===== src/rtl/pipe_hazard_ctrl_pkg.sv =====
// ============================================================================
// pipe_ctrl_pkg : shared types for the pipeline hazard controller
// Rev 1.0
// ============================================================================
`default_nettype none

package pipe_ctrl_pkg;

    localparam int REG_AW_DEF = 5;

    typedef enum logic [1:0] {
        RUN      = 2'd0,
        LU_STALL = 2'd1,
        MC_BUSY  = 2'd2
    } hz_state_e;

    typedef struct packed {
        logic pc_en;
        logic f_d_en;
        logic f_d_flush;
        logic d_e_en;
        logic d_e_flush;
    } hz_ctrl_t;

    // Flushed registers keep en=1; the flush takes precedence downstream.
    localparam hz_ctrl_t c_ctrl_run    = hz_ctrl_t'(5'b11010);
    localparam hz_ctrl_t c_ctrl_freeze = hz_ctrl_t'(5'b00000);
    localparam hz_ctrl_t c_ctrl_flush  = hz_ctrl_t'(5'b11111);
    localparam hz_ctrl_t c_ctrl_bubble = hz_ctrl_t'(5'b00011);

endpackage

`default_nettype wire


===== src/rtl/pipe_hazard_ctrl_if.sv =====
// ============================================================================
// pipe_hazard_ctrl_if : decode/execute status in, pipeline-register controls out
// Optional counters present when HAZ_PERF_CNT_EN is defined.  Rev 1.0
// ============================================================================
`default_nettype none

interface pipe_hazard_ctrl_if #(
    parameter int REG_AW = pipe_ctrl_pkg::REG_AW_DEF
);
    logic [REG_AW-1:0] d_rs1;
    logic [REG_AW-1:0] d_rs2;
    logic              d_rs1_use;
    logic              d_rs2_use;
    logic [REG_AW-1:0] e_rd;
    logic              e_is_load;
    logic              e_redirect;
    logic              e_mc_start;
    logic              e_mc_done;
    logic              pc_en;
    logic              f_d_en;
    logic              f_d_flush;
    logic              d_e_en;
    logic              d_e_flush;
`ifdef HAZ_PERF_CNT_EN
    logic [31:0]       stall_cnt;
    logic [31:0]       flush_cnt;
`endif

    modport master (
`ifdef HAZ_PERF_CNT_EN
        input  stall_cnt, flush_cnt,
`endif
        output d_rs1, d_rs2, d_rs1_use, d_rs2_use, e_rd, e_is_load,
               e_redirect, e_mc_start, e_mc_done,
        input  pc_en, f_d_en, f_d_flush, d_e_en, d_e_flush
    );

    modport slave (
`ifdef HAZ_PERF_CNT_EN
        output stall_cnt, flush_cnt,
`endif
        input  d_rs1, d_rs2, d_rs1_use, d_rs2_use, e_rd, e_is_load,
               e_redirect, e_mc_start, e_mc_done,
        output pc_en, f_d_en, f_d_flush, d_e_en, d_e_flush
    );

endinterface

`default_nettype wire


===== src/rtl/pipe_hazard_ctrl_lu_detect.sv =====
// ============================================================================
// hz_lu_detect : combinational load-use compare of D sources against E dest
// Rev 1.0
// ============================================================================
`default_nettype none

module hz_lu_detect #(
    parameter int REG_AW = 5
) (
    input  wire logic              i_e_is_load,
    input  wire logic [REG_AW-1:0] i_e_rd,
    input  wire logic [REG_AW-1:0] i_d_rs1,
    input  wire logic [REG_AW-1:0] i_d_rs2,
    input  wire logic              i_d_rs1_use,
    input  wire logic              i_d_rs2_use,
    output logic                   o_lu_hit
);

    logic w_rs1_match;
    logic w_rs2_match;

    always_comb begin
        w_rs1_match = i_d_rs1_use && (i_d_rs1 == i_e_rd);
        w_rs2_match = i_d_rs2_use && (i_d_rs2 == i_e_rd);
        // x0 is hardwired, so a load targeting it never creates a dependency
        o_lu_hit    = i_e_is_load && (i_e_rd != '0) && (w_rs1_match || w_rs2_match);
    end

endmodule

`default_nettype wire


===== src/rtl/pipe_hazard_ctrl.sv =====
// ============================================================================
// pipe_hazard_ctrl : stall/flush controller for PC, F/D and D/E registers
// Optional perf counters under HAZ_PERF_CNT_EN.  Rev 1.0
// ============================================================================
`default_nettype none

module pipe_hazard_ctrl
    import pipe_ctrl_pkg::*;
#(
    parameter int REG_AW     = REG_AW_DEF,
    parameter int LU_BUBBLES = 2
) (
    input  wire logic        clk,
    input  wire logic        n_rst,
    pipe_hazard_ctrl_if.slave hz
);

    localparam logic [2:0] c_bub_init = 3'(LU_BUBBLES - 1);

    hz_state_e  r_state;
    logic [2:0] r_bub_cnt;
    logic       w_lu_hit;
    logic       w_freeze;
    logic       w_release;
    logic       w_redirect;
    logic       w_bubble;
    hz_ctrl_t   w_ctrl;

    hz_lu_detect #(
        .REG_AW (REG_AW)
    ) u_lu_detect (
        .i_e_is_load (hz.e_is_load),
        .i_e_rd      (hz.e_rd),
        .i_d_rs1     (hz.d_rs1),
        .i_d_rs2     (hz.d_rs2),
        .i_d_rs1_use (hz.d_rs1_use),
        .i_d_rs2_use (hz.d_rs2_use),
        .o_lu_hit    (w_lu_hit)
    );

    // Priority: MC freeze > redirect > load-use > normal
    always_comb begin
        w_freeze   = ((r_state == RUN && hz.e_mc_start) || r_state == MC_BUSY)
                     && !hz.e_mc_done;
        w_release  = (r_state == MC_BUSY) && hz.e_mc_done;
        w_redirect = !w_freeze && !w_release && hz.e_redirect;
        w_bubble   = !w_freeze && !w_release && !hz.e_redirect &&
                     ((r_state == LU_STALL) || (r_state == RUN && w_lu_hit));

        w_ctrl = c_ctrl_run;
        if (!n_rst)          w_ctrl = c_ctrl_freeze;
        else if (w_freeze)   w_ctrl = c_ctrl_freeze;
        else if (w_redirect) w_ctrl = c_ctrl_flush;
        else if (w_bubble)   w_ctrl = c_ctrl_bubble;
    end

    always_ff @(posedge clk or negedge n_rst) begin
        if (!n_rst) begin
            r_state   <= RUN;
            r_bub_cnt <= 3'd0;
        end else if (w_freeze) begin
            r_state   <= MC_BUSY;
        end else if (w_release || w_redirect) begin
            r_state   <= RUN;
            r_bub_cnt <= 3'd0;
        end else if (w_bubble) begin
            if (r_state == LU_STALL) begin
                r_bub_cnt <= r_bub_cnt - 3'd1;
                if (r_bub_cnt == 3'd1) r_state <= RUN;
            end else if (LU_BUBBLES > 1) begin
                r_bub_cnt <= c_bub_init;
                r_state   <= LU_STALL;
            end
        end
    end

    assign hz.pc_en     = w_ctrl.pc_en;
    assign hz.f_d_en    = w_ctrl.f_d_en;
    assign hz.f_d_flush = w_ctrl.f_d_flush;
    assign hz.d_e_en    = w_ctrl.d_e_en;
    assign hz.d_e_flush = w_ctrl.d_e_flush;

`ifdef HAZ_PERF_CNT_EN
    logic [31:0] r_stall_cnt;
    logic [31:0] r_flush_cnt;

    always_ff @(posedge clk or negedge n_rst) begin
        if (!n_rst) begin
            r_stall_cnt <= 32'd0;
            r_flush_cnt <= 32'd0;
        end else begin
            if (!w_ctrl.pc_en) r_stall_cnt <= r_stall_cnt + 32'd1;
            if (w_redirect)    r_flush_cnt <= r_flush_cnt + 32'd1;
        end
    end

    assign hz.stall_cnt = r_stall_cnt;
    assign hz.flush_cnt = r_flush_cnt;
`endif

endmodule

`default_nettype wire


===== src/flat_wrapper.sv =====
// flat-port wrapper written by rule: the top's interface ports become plain ports
module pipe_hazard_ctrl_flat import pipe_ctrl_pkg::*;
#(
    parameter int REG_AW     = REG_AW_DEF,
    parameter int LU_BUBBLES = 2
)
  (clk, n_rst, hz_d_rs1, hz_d_rs2, hz_d_rs1_use, hz_d_rs2_use, hz_e_rd, hz_e_is_load, hz_e_redirect, hz_e_mc_start, hz_e_mc_done, hz_pc_en, hz_f_d_en, hz_f_d_flush, hz_d_e_en, hz_d_e_flush);
  pipe_hazard_ctrl_if #(.REG_AW(REG_AW)) hz_i ();
  input  wire logic clk;
  input  wire logic n_rst;
  input wire logic [$bits(hz_i.d_rs1)-1:0] hz_d_rs1;
  input wire logic [$bits(hz_i.d_rs2)-1:0] hz_d_rs2;
  input wire logic [$bits(hz_i.d_rs1_use)-1:0] hz_d_rs1_use;
  input wire logic [$bits(hz_i.d_rs2_use)-1:0] hz_d_rs2_use;
  input wire logic [$bits(hz_i.e_rd)-1:0] hz_e_rd;
  input wire logic [$bits(hz_i.e_is_load)-1:0] hz_e_is_load;
  input wire logic [$bits(hz_i.e_redirect)-1:0] hz_e_redirect;
  input wire logic [$bits(hz_i.e_mc_start)-1:0] hz_e_mc_start;
  input wire logic [$bits(hz_i.e_mc_done)-1:0] hz_e_mc_done;
  output wire logic [$bits(hz_i.pc_en)-1:0] hz_pc_en;
  output wire logic [$bits(hz_i.f_d_en)-1:0] hz_f_d_en;
  output wire logic [$bits(hz_i.f_d_flush)-1:0] hz_f_d_flush;
  output wire logic [$bits(hz_i.d_e_en)-1:0] hz_d_e_en;
  output wire logic [$bits(hz_i.d_e_flush)-1:0] hz_d_e_flush;
  assign hz_i.d_rs1 = hz_d_rs1;
  assign hz_i.d_rs2 = hz_d_rs2;
  assign hz_i.d_rs1_use = hz_d_rs1_use;
  assign hz_i.d_rs2_use = hz_d_rs2_use;
  assign hz_i.e_rd = hz_e_rd;
  assign hz_i.e_is_load = hz_e_is_load;
  assign hz_i.e_redirect = hz_e_redirect;
  assign hz_i.e_mc_start = hz_e_mc_start;
  assign hz_i.e_mc_done = hz_e_mc_done;
  assign hz_pc_en = hz_i.pc_en;
  assign hz_f_d_en = hz_i.f_d_en;
  assign hz_f_d_flush = hz_i.f_d_flush;
  assign hz_d_e_en = hz_i.d_e_en;
  assign hz_d_e_flush = hz_i.d_e_flush;
  pipe_hazard_ctrl #(.REG_AW(REG_AW), .LU_BUBBLES(LU_BUBBLES)) u_core (.clk(clk), .n_rst(n_rst), .hz(hz_i));
endmodule

===== config.mk =====
export PLATFORM = sky130hd
export DESIGN_NAME = pipe_hazard_ctrl_flat
export DESIGN_NICKNAME = d
export VERILOG_FILES = /design/src/rtl/pipe_hazard_ctrl_pkg.sv /design/src/rtl/pipe_hazard_ctrl_if.sv /design/src/rtl/pipe_hazard_ctrl_lu_detect.sv /design/src/rtl/pipe_hazard_ctrl.sv /design/src/flat_wrapper.sv
export SDC_FILE = /design/constraint.sdc
export NUM_CORES = 1
export LEC_CHECK = 0
export ABC_AREA = 1
export CORE_UTILIZATION = 28
export CTS_CLUSTER_DIAMETER = 100
export DETAILED_ROUTE_END_ITERATION = 8
export PLACE_DENSITY_LB_ADDON = 0.2
export SLEW_MARGIN = 20
export SYNTH_ARGS = -nofsm -noshare
export SYNTH_HDL_FRONTEND = slang
export SYNTH_SLANG_ARGS = --single-unit

===== constraint.sdc =====
create_clock -name clk -period 1.6 [get_ports clk]
set_input_delay 0.4 -clock clk [delete_from_list [all_inputs] [get_ports clk]]
set_output_delay 0.4 -clock clk [all_outputs]
set_load 0.02 [all_outputs]

# ---- Word-level counts from Yosys, hierarchy flattened
# Index checks and enable logic that the tools add are counted.
# Widths: inputs -> output; s select.
dict set report op_classes {
  mux 12
  shift 0
  eq_ne 6
  n_reduce_logical 26
  n_lt_le_gt_ge 0
  multipliers 0
  bitwise_logic 1
  add_sub_neg 1
  n_div 0
}
# operator count
set op_table {}
lappend op_table {{$mux 5} 4}
lappend op_table {{$logic_and 1x1->1} 12}
lappend op_table {{$eq 5x5->1} 2}
lappend op_table {{$mux 2} 5}
lappend op_table {{$mux 3} 3}
lappend op_table {{$reduce_bool 5->1} 1}
lappend op_table {{$logic_not 1->1} 4}
lappend op_table {{$logic_or 1x1->1} 4}
lappend op_table {{$ne 4x3->1 const B} 1}
lappend op_table {{$reduce_and 2->1} 2}
lappend op_table {{$eq 3x1->1 const B} 1}
lappend op_table {{$reduce_bool 3->1} 1}
lappend op_table {{$sub 3x1->3 const B} 1}
lappend op_table {{$eq 2x1->1 const B} 1}
lappend op_table {{$eq 2x2->1 const B} 1}
lappend op_table {{$logic_not 2->1} 1}
lappend op_table {{$reduce_bool 2->1} 1}
lappend op_table {{$not 1->1} 1}
dict set report totals {
  input_bits 23
  reg_bits 5
  memories 0
  latchBits 0
  mem_bits_ro 0
  out_inout_bits 5
  ramBits 0
}

# ---- Logic depth before layout (Yosys ltp)
# Gate-level depths: netlist (run 1).
dict set report depth {
  word_depth 12
  ltp_mapped 11
  ltp_nobuf 11
}

# ---- Modules after synthesis
# From an unflattened synthesis (run 1), not the netlist that was laid out.
dict set report unflattened {
  cells_unflattened 113
  area_unflattened_um2 626.9
}
# module n_inst area_per_inst_um2 cells_each
set modules_own_cells {}
lappend modules_own_cells {pipe_hazard_ctrl 1 410.4 58}
lappend modules_own_cells {hz_lu_detect 1 216.5 55}

# ---- Worst setup path after synthesis (run 1)
# Ideal clock, no wire load.
dict set report synth_timing {
  path_type {input to output}
  from {in hz_e_rd[3]}
  to {out hz_pc_en}
  n_path_buf 1
  t_arrival_ns 1.450
  t_required_ns 1.200
  path_stages 10
  path_slack_ns -0.250
  cell_sequence {inv_2 > nand2_1 > nand2_1 > nor2_1 > nand3_1 > nand2_1 > nand2_2 > nand2_4 > a21oi_1 > buf_4}
}
dict set report synth_between {
  elab_chain_cells 11
  elab_cells_between_ends 15
}
# element line_no
set synth_rtl {}
lappend synth_rtl {{start: declaration} flat_wrapper.sv:15} ;# input wire logic [$bits(hz_i.e_rd)-1:0] hz_e_rd;
lappend synth_rtl {{$eq 5x5->1 (on tied branches)} {pipe_hazard_ctrl_lu_detect.sv:23, pipe_hazard_ctrl_lu_detect.sv:24}}
lappend synth_rtl {{$logic_and 1x1->1 (on tied branches)} {pipe_hazard_ctrl_lu_detect.sv:23, pipe_hazard_ctrl_lu_detect.sv:24}}
lappend synth_rtl {{$logic_or 1x1->1} pipe_hazard_ctrl_lu_detect.sv:26} ;# o_lu_hit = i_e_is_load && (i_e_rd != '0) && (w_rs1_match || w_rs2_match);
lappend synth_rtl {{$logic_and 1x1->1 (*)} pipe_hazard_ctrl_lu_detect.sv:26}
lappend synth_rtl {{$logic_and 1x1->1 (*)} pipe_hazard_ctrl.sv:48} ;# ((r_state == LU_STALL) || (r_state == RUN && w_lu_hit));
lappend synth_rtl {{$logic_or 1x1->1 (*)} pipe_hazard_ctrl.sv:48}
lappend synth_rtl {{$logic_and 1x1->1 (*)} pipe_hazard_ctrl.sv:47} ;# w_bubble = !w_freeze && !w_release && !hz.e_redirect &&
lappend synth_rtl {{$mux 5 (*)} pipe_hazard_ctrl.sv:54} ;# else if (w_bubble) w_ctrl = c_ctrl_bubble;
lappend synth_rtl {{$mux 5 (*)} pipe_hazard_ctrl.sv:53} ;# else if (w_redirect) w_ctrl = c_ctrl_flush;
lappend synth_rtl {{$mux 5 (*)} pipe_hazard_ctrl.sv:52} ;# else if (w_freeze) w_ctrl = c_ctrl_freeze;
lappend synth_rtl {{$mux 5 (*)} pipe_hazard_ctrl.sv:51} ;# if (!n_rst) w_ctrl = c_ctrl_freeze;
lappend synth_rtl {{end: declaration} flat_wrapper.sv:20} ;# output wire logic [$bits(hz_i.pc_en)-1:0] hz_pc_en;
# Every way passes the cells marked *; elsewhere a longest branch is shown, timed or not.

# ---- Worst setup path after layout (run 1)
dict set report layout_timing {
  from {reg u_core.r_state[0]}
  to {out hz_f_d_en}
}
dict set report layout_between {
  elab_chain_cells 12
  elab_cells_between_ends 19
}
# element line_no
set layout_rtl {}
lappend layout_rtl {{start: declaration} pipe_hazard_ctrl.sv:20} ;# hz_state_e r_state;
lappend layout_rtl {{start signal: assignment} pipe_hazard_ctrl.sv:59} ;# r_state <= RUN;
lappend layout_rtl {{start signal: assignment} pipe_hazard_ctrl.sv:62} ;# r_state <= MC_BUSY;
lappend layout_rtl {{start signal: assignment} pipe_hazard_ctrl.sv:64} ;# r_state <= RUN;
lappend layout_rtl {{$logic_not 2->1} {pipe_hazard_ctrl.sv:43, pipe_hazard_ctrl.sv:48}}
lappend layout_rtl {{$logic_and 1x1->1} pipe_hazard_ctrl.sv:43} ;# w_freeze = ((r_state == RUN && hz.e_mc_start) || r_state == MC_BUSY)
lappend layout_rtl {{$logic_or 1x1->1} pipe_hazard_ctrl.sv:43}
lappend layout_rtl {{$logic_and 1x1->1} pipe_hazard_ctrl.sv:44} ;# && !hz.e_mc_done;
lappend layout_rtl {{$logic_not 1->1} {pipe_hazard_ctrl.sv:46, pipe_hazard_ctrl.sv:47}}
lappend layout_rtl {{$logic_and 1x1->1} {pipe_hazard_ctrl.sv:46, pipe_hazard_ctrl.sv:47}}
lappend layout_rtl {{$logic_and 1x1->1 (2 in a row)} pipe_hazard_ctrl.sv:47}
lappend layout_rtl {{$mux 5} pipe_hazard_ctrl.sv:54}
lappend layout_rtl {{$mux 5} pipe_hazard_ctrl.sv:53}
lappend layout_rtl {{$mux 5 (*)} pipe_hazard_ctrl.sv:52}
lappend layout_rtl {{$mux 5 (*)} pipe_hazard_ctrl.sv:51}
lappend layout_rtl {{end: declaration} flat_wrapper.sv:21} ;# output wire logic [$bits(hz_i.f_d_en)-1:0] hz_f_d_en;
# Marked as above.

==> results of run 1 <==
-- area by class of cell --
type	count	area, µm²
clock buffer	4	26.28
fill	204	870.8
inverter	23	131.4
tap	27	33.78
multi-input combinational	81	451.7
sequential	5	126.4
timing repair buffer	48	361.6
-- flip-flops by register name (all words and copies together), names as in the netlist --
| signal | cells |
|---|---|
| u_core.r_bub_cnt | 3 |
| u_core.r_state | 2 |
-- cells by family (layout without fill, tap and decap cells) --
| group | Yosys count | count (layout) |
|---|---|---|
| simple gates | 73 | 73 |
| buf+inv | 24 | 75 |
| compound gates | 5 | 5 |
| flops | 5 | 5 |
| fa+ha+maj | 2 | 2 |
| xor+xnor | 1 | 1 |
-- per-stage QoR --
stage	cells	util, %	setup WS (ps)	TNS (ps)	power, mW
CTS	187	55.94	-270.4	-1054	1.086
floorplan	110	-	-8.861	-8.861	0.5896
global placement	177	54.25	-1148	-6509	0.8515
finish	188	56.50	-234.8	-928.0	1.111
detailed placement	177	54.25	-1169	-6758	0.8762
global route	188	56.50	-338.4	-1554	1.211
-- metal layers --
metal / vias up / part of all wire, %
li1: 431 / -
met1: 360 / 44
met2: 16 / 51
met3: 0 / 4.9
met4: 0 / 0
met5: - / 0
-- power by group through the flow --
stage | registers [mW] | logic, mW | clock network [mW]
2_1_floorplan | 0.221 | 0.368 | 0
3_3_place_gp | 0.230 | 0.621 | 0
3_5_place_dp | 0.234 | 0.643 | 0
4_1_cts | 0.233 | 0.703 | 0.149
5_1_grt | 0.245 | 0.806 | 0.159
6_report | 0.240 | 0.730 | 0.142
-- worst reg2reg max path, delay by kind of cell, from the launching register on --
family	cells	cell delay, ps
AO/OA/AOI/OAI	2	380
buffers and inverters	2	280
flip-flops	1	420
AND/OR/NAND/NOR	3	400
-- worst paths after layout --
path | start | to | slack (ps) | depth (start not counted)
max | u_core.r_state[0] | hz_f_d_en | -230 | 7
min reg2reg | u_core.r_bub_cnt[1] | u_core.r_bub_cnt[1] | 500 | 2
min | u_core.r_bub_cnt[1] | u_core.r_bub_cnt[1] | 500 | 2
min in group asynchronous | n_rst | u_core.r_state[0] | 560 | 2
max reg2reg | u_core.r_state[0] | u_core.r_bub_cnt[0] | 40 | 7
max in group asynchronous | n_rst | u_core.r_bub_cnt[1] | 930 | 2
-- what timing repair did --
item | CTS | global route
pin swaps | 20 | 14
setup buffers | 6 | 1
hold buffers | 0 | 0
endpoints found under the setup margin | 10 | 10
gates resized for setup | 92 | 9
-- cells in the final DEF, fill, tap and decap left out, types with 2 or more instances in the layout --
master	Yosys	final
dlygate4sd2_1	0	6
nand2_2	2	5
nand2_1	42	38
ha_1	2	2
nand3_2	0	2
buf_2	0	10
nor2_1	13	10
inv_2	4	5
clkbuf_2	0	2
nand3_1	9	7
clkbuf_4	0	3
nand2_4	2	3
a21oi_4	0	2
buf_4	1	23
nand4_1	2	2
inv_8	0	5
buf_6	0	4
inv_1	19	11
dfrtp_1	5	4
nor2_2	1	3
==> impl_metrics.yaml, run 1 <==
placement:
  dpl.hpwl_mm: 1.455
  port_buffers: 27
  place.gp.congestion: 0.7409
  placed_area_mm2: 0.001086
sta:
  hold_slack_ps: 496.6
  final.min_clock_period_ps: 1835
  drv_slew: 0
  worstMarginPinSlew_ps: 366.1
  rsz0062_at_grt: "yes"
  setup_ws_ps: -234.8
  finalSetupViolations: 5
  finClkSkew_ps: 3.078
  slew_headroom_pct: 75.54
  post-route-period-util_pct: 114.7
  hold_viol: 0
  max_freq_ghz: 0.5450
clocking:
  clk_pin_slew_worst_paths_ps: 40
  clock_latency_ps: 240
  cts_root_buffer: "clkbuf_4"
  cts_made_buffers: 3
  clk_path_buf_depth: 2
  clock-sinks: 5
  tritoncts: "built"
  htree_num_levels: 1
worst_setup_path:
  cp.required_ps: 1200
  start_kind: "flip-flop"
  cp_num_buf_inv: 2
  critPathKind: "reg2out"
  crit_fanout: 4
  crit_path_end_kind: "output pin"
  critical_path.top_delay_family: "flip-flops"
  crit_path_max_incr_delay_ps: 420
  crit_arrival_ps: 1430
  path_cells: "nor2_2, o21ai_2, nand2_2, nor2_4, buf_6, a21oi_4, buf_6"
  slowest_stage: "dfrtp_1"
  crit_path_frequent_cell: "buf_6"
route:
  drt-total-wl_mm: 1.765
  avgRoutedWirePerCell_um: 9.388
  ant_nets: 0
  drt_first_pass_iters: 4
  avgViaCountPerCell: 4.293
  via_count: 807
  route.detailed.drc: 0
  first_iter_violations: 17
power:
  p_per_area_mw_per_mm2: 982.6
  power_frac_comb_pct: 65.7
  peakVddDrop_uv: 757.0
  p_seq_share_pct: 21.6
  leakage_nw: 0.6474
  power_frac_clock_pct: 12.8
  swShare_pct: 43.24
  internal_power_mw: 0.6309
  switchingPower_mw: 0.4805
logic_synthesis:
  synth_flop_cell: "dfrtp_1"
  synth-async-reset-ratio_pct: 100.0
  synth_compound_area_share_pct: 5.761
  synth.distinct_cells: 20
  post-synth-top-count-cell: "nand2_1"
  synthesis.nets: 135
  ys_top_cells_by_count: "nand2_1, inv_1, nor2_1"
  synth_seq_cells: 5
  synthCells: 110
  synthMuxAreaShare_pct: 0
  seq_area_frac_synth_pct: 20.58
  yosys-top-cells-area: "nand2_1, dfrtp_1, inv_1, nor2_1, nand3_1"
  synthSimpleGateAreaFrac_pct: 52.67
  synth_top_area_share_pct: 25.93
  synth_top_family_by_area: "simple AND/OR/NAND/NOR gates"
  syn_area_um2: 608.1
  syn_area_per_cell_um2: 5.528
  synth_edf_count: 0
  synthXorXnorAreaFrac_pct: 1.440
  synth_top_area_cell: "nand2_1"
  synth_fa_ha_area_share_pct: 4.115
  yosysWarnings: 0
job:
  cap_violations: 0
layout:
  num_antenna_cells: 0
  num-nets-final: 187
  layout-drive-gt1-share_pct: 45.96
  finalInstanceArea_mm2: 0.001131
  area_growth_pct: 86.01
global_routing:
  busiest_layer: "met2"
  met2_usage_pct: 28.47
  grt_util_met3_pct: 3.145
  grt_pass1_vias: 780
  use_met1_pct: 21.07
  grt_antenna_before_repair: 0
  grt_max_degree: 6
  grt_pass1_wl_mm: 3.091
  track_usage_pct: 16.47
  gr-total-overflow: 0
floorplan:
  dieWidth_um: 48.60
  start_util_pct: 30.37
  die_area_mm2: 0.002362
  design.core.area_mm2: 0.002002
  die_h_um: 48.60
  ioPinCount: 28
  rows: 16
hold_path:
  hold_path.class: "reg2reg"
run_status:
  violations: "setup timing"
  status: "finished with violations"
Power figures use the tool's default switching activity.
==> inputs of run 2 (changes only) <==
--- a/config.mk
+++ b/config.mk
@@ -6,7 +6,7 @@
 export NUM_CORES = 1
 export LEC_CHECK = 0
 export ABC_AREA = 1
-export CORE_UTILIZATION = 28
+export CORE_UTILIZATION = 40
 export CTS_CLUSTER_DIAMETER = 100
 export DETAILED_ROUTE_END_ITERATION = 8
 export PLACE_DENSITY_LB_ADDON = 0.2
==> impl_metrics.yaml, run 2 (synthesized netlist as in run 1, its figures left out) <==
power:
  power_frac_clock_pct: 11.5
  p_seq_share_pct: 19.5
  p_per_area_mw_per_mm2: 1026
  switchingPower_mw: 0.5781
  internal_power_mw: 0.7058
  peakVddDrop_uv: 782.2
  swShare_pct: 45.03
  power_frac_comb_pct: 69.0
  leakage_nw: 0.6689
clocking:
  ctsHoldBuffers: 0
  cts_made_buffers: 3
  htree_num_levels: 1
  clk_pin_slew_worst_paths_ps: 50
  tritoncts: "built"
  clock-sinks: 5
  clock_latency_ps: 240
  clk_path_buf_depth: 2
  cts_root_buffer: "clkbuf_4"
placement:
  dpl.hpwl_mm: 1.342
  numPlacedInstances: 164
  port_buffers: 27
  place_ws_ps: -1190
  place.gp.congestion: 0.7639
worst_setup_path:
  crit_path_frequent_cell: "nand2_1"
  cp.required_ps: 1200
  slowest_stage: "a21oi_4"
  crit_path_max_incr_delay_ps: 170
  crit_path_end_kind: "output pin"
  crit_arrival_ps: 1600
  critPathKind: "in2out"
  path_cells: "buf_4, inv_6, nand2_1, nand2_1, nor2_1, nand3_1, nand2_1, nand2_2, nand2_4, buf_12, a21oi_4, buf_6"
  reg2reg_slack_ps: 10
  rr_startpoint: "u_core.r_state[0]"
  crit_fanout: 4
  rr_worst_depth: 8
  rr_endpoint: "u_core.r_bub_cnt[0]"
  start_kind: "primary input"
route:
  drt_first_pass_iters: 4
  avgViaCountPerCell: 5.398
  route.detailed.drc: 0
  first_iter_violations: 36
  via_count: 950
  drt-total-wl_mm: 2.792
  avgRoutedWirePerCell_um: 15.86
  ant_nets: 0
layout:
  num_antenna_cells: 0
  layout-drive-gt1-share_pct: 57.14
  largest_reg_flops: 3
  area_growth_pct: 105.8
  regMostFlops: "u_core.r_bub_cnt"
  post-route-util_pct: 92.68
  final_cell_mix: "nand2_1, buf_4, buf_6, nand2_2, inv_1"
  num-nets-final: 187
  top_regs: "u_core.r_bub_cnt (3), u_core.r_state (2)"
  layout_commonest_cell: "nand2_1"
  final_cell_count_no_fill: 176
floorplan:
  design.core.area_mm2: 0.001350
  die_area_mm2: 0.001680
  dieWidth_um: 40.99
  die_h_um: 40.99
  rows: 13
  ioPinCount: 28
  start_util_pct: 45.04
sta:
  hold_slack_ps: 510.6
  post-route-period-util_pct: 124.7
  drv_slew: 0
  finClkSkew_ps: 5.140
  hold_viol: 0
  setup_ws_ps: -395.0
  max_freq_ghz: 0.5012
  finalSetupViolations: 5
  final.min_clock_period_ps: 1995
  slew_headroom_pct: 76.25
  worstMarginPinSlew_ps: 353.5
  rsz0062_at_grt: "yes"
global_routing:
  track_usage_pct: 28.25
  gr-total-overflow: 0
  grt_max_degree: 6
  grt_pass1_vias: 706
  grt_pass1_wl_mm: 3.042
  grt_antenna_before_repair: 0
run_status:
  status: "finished with violations"
  violations: "setup timing"
hold_path:
  min_from: "u_core.r_bub_cnt[1]"
  hold-path-endpoint: "u_core.r_bub_cnt[1]"
  hold-path-cell-count: 2
  hold_path.class: "reg2reg"
job:
  cap_violations: 0
-- run 2: cell types whose count changed in the layout (fill, tap and decap cells not counted), sizes merged --
cell / before / now
clkdlybuf4s15: 2 / 3
buf: 37 / 38
dlygate4sd2: 6 / 4
-- run 2: what timing repair did --
item | 4_1_cts | 5_1_grt
resized for setup | 100 | 47
setup endpoints to repair | 10 | 8
pin swaps | 28 | 32
buffers inserted | 7 | 3
-- run 2: how the worst max path moves through the flow --
| stage | slack [ps] | start | depth (start not counted) | end |
|---|---|---|---|---|
| 2_1_floorplan | -9 | hz_e_rd[2] | 10 | hz_pc_en |
| 3_3_place_gp | -1140 | hz_e_rd[2] | 12 | hz_d_e_flush |
| 3_5_place_dp | -1190 | hz_e_rd[2] | 12 | hz_d_e_flush |
| 4_1_cts | -280 | hz_e_rd[0] | 11 | hz_f_d_en |
| 5_1_grt | -450 | hz_e_rd[3] | 12 | hz_pc_en |
| 6_report | -400 | hz_e_rd[3] | 12 | hz_f_d_en |
-- run 2: per-stage QoR --
stage | TNS (ps) | area (µm²) | power (mW)
2_1_floorplan | -8.861 | 688.2 | 0.5896
3_3_place_gp | -6427 | 1064 | 0.8543
3_5_place_dp | -6811 | 1064 | 0.8675
4_1_cts | -1121 | 1151 | 1.149
5_1_grt | -1795 | 1251 | 1.355
6_report | -1528 | 1251 | 1.284
-- run 2: per-layer routing --
layer  wire, µm  GRT usage, %  vias up  share of wire [%]
met5          0             0        -                  0
met4        114         13.33        0                4.1
met3        207         3.261       14                7.4
met2       1375         50.39       62                 49
met1       1094         32.89      444                 39
li1           -             -      430                  -
-- run 2: power groups by stage --
stage | registers [mW] | clock network, mW | logic, mW
after CTS | 0.237 | 0.156 | 0.756
after floorplan | 0.221 | 0 | 0.368
after global routing | 0.256 | 0.160 | 0.940
final | 0.251 | 0.147 | 0.886
after global placement | 0.226 | 0 | 0.628
after detailed placement | 0.227 | 0 | 0.641
-- run 2: final cells by class --
cell class	count	area [µm²]
Clock buffer	4	26.28
Timing Repair Buffer	48	436.7
Sequential cell	5	127.6
Multi-Input combinational cell	81	510.5
Inverter	23	131.4
Tap cell	15	18.77
Fill cell	59	98.84
-- run 2: critical path, delay by kind of cell --
kind	cells	cell delay, ps
AOI/OAI and AO/OA	1	170
buffers and inverters	4	470
and+or+nand+nor	7	550
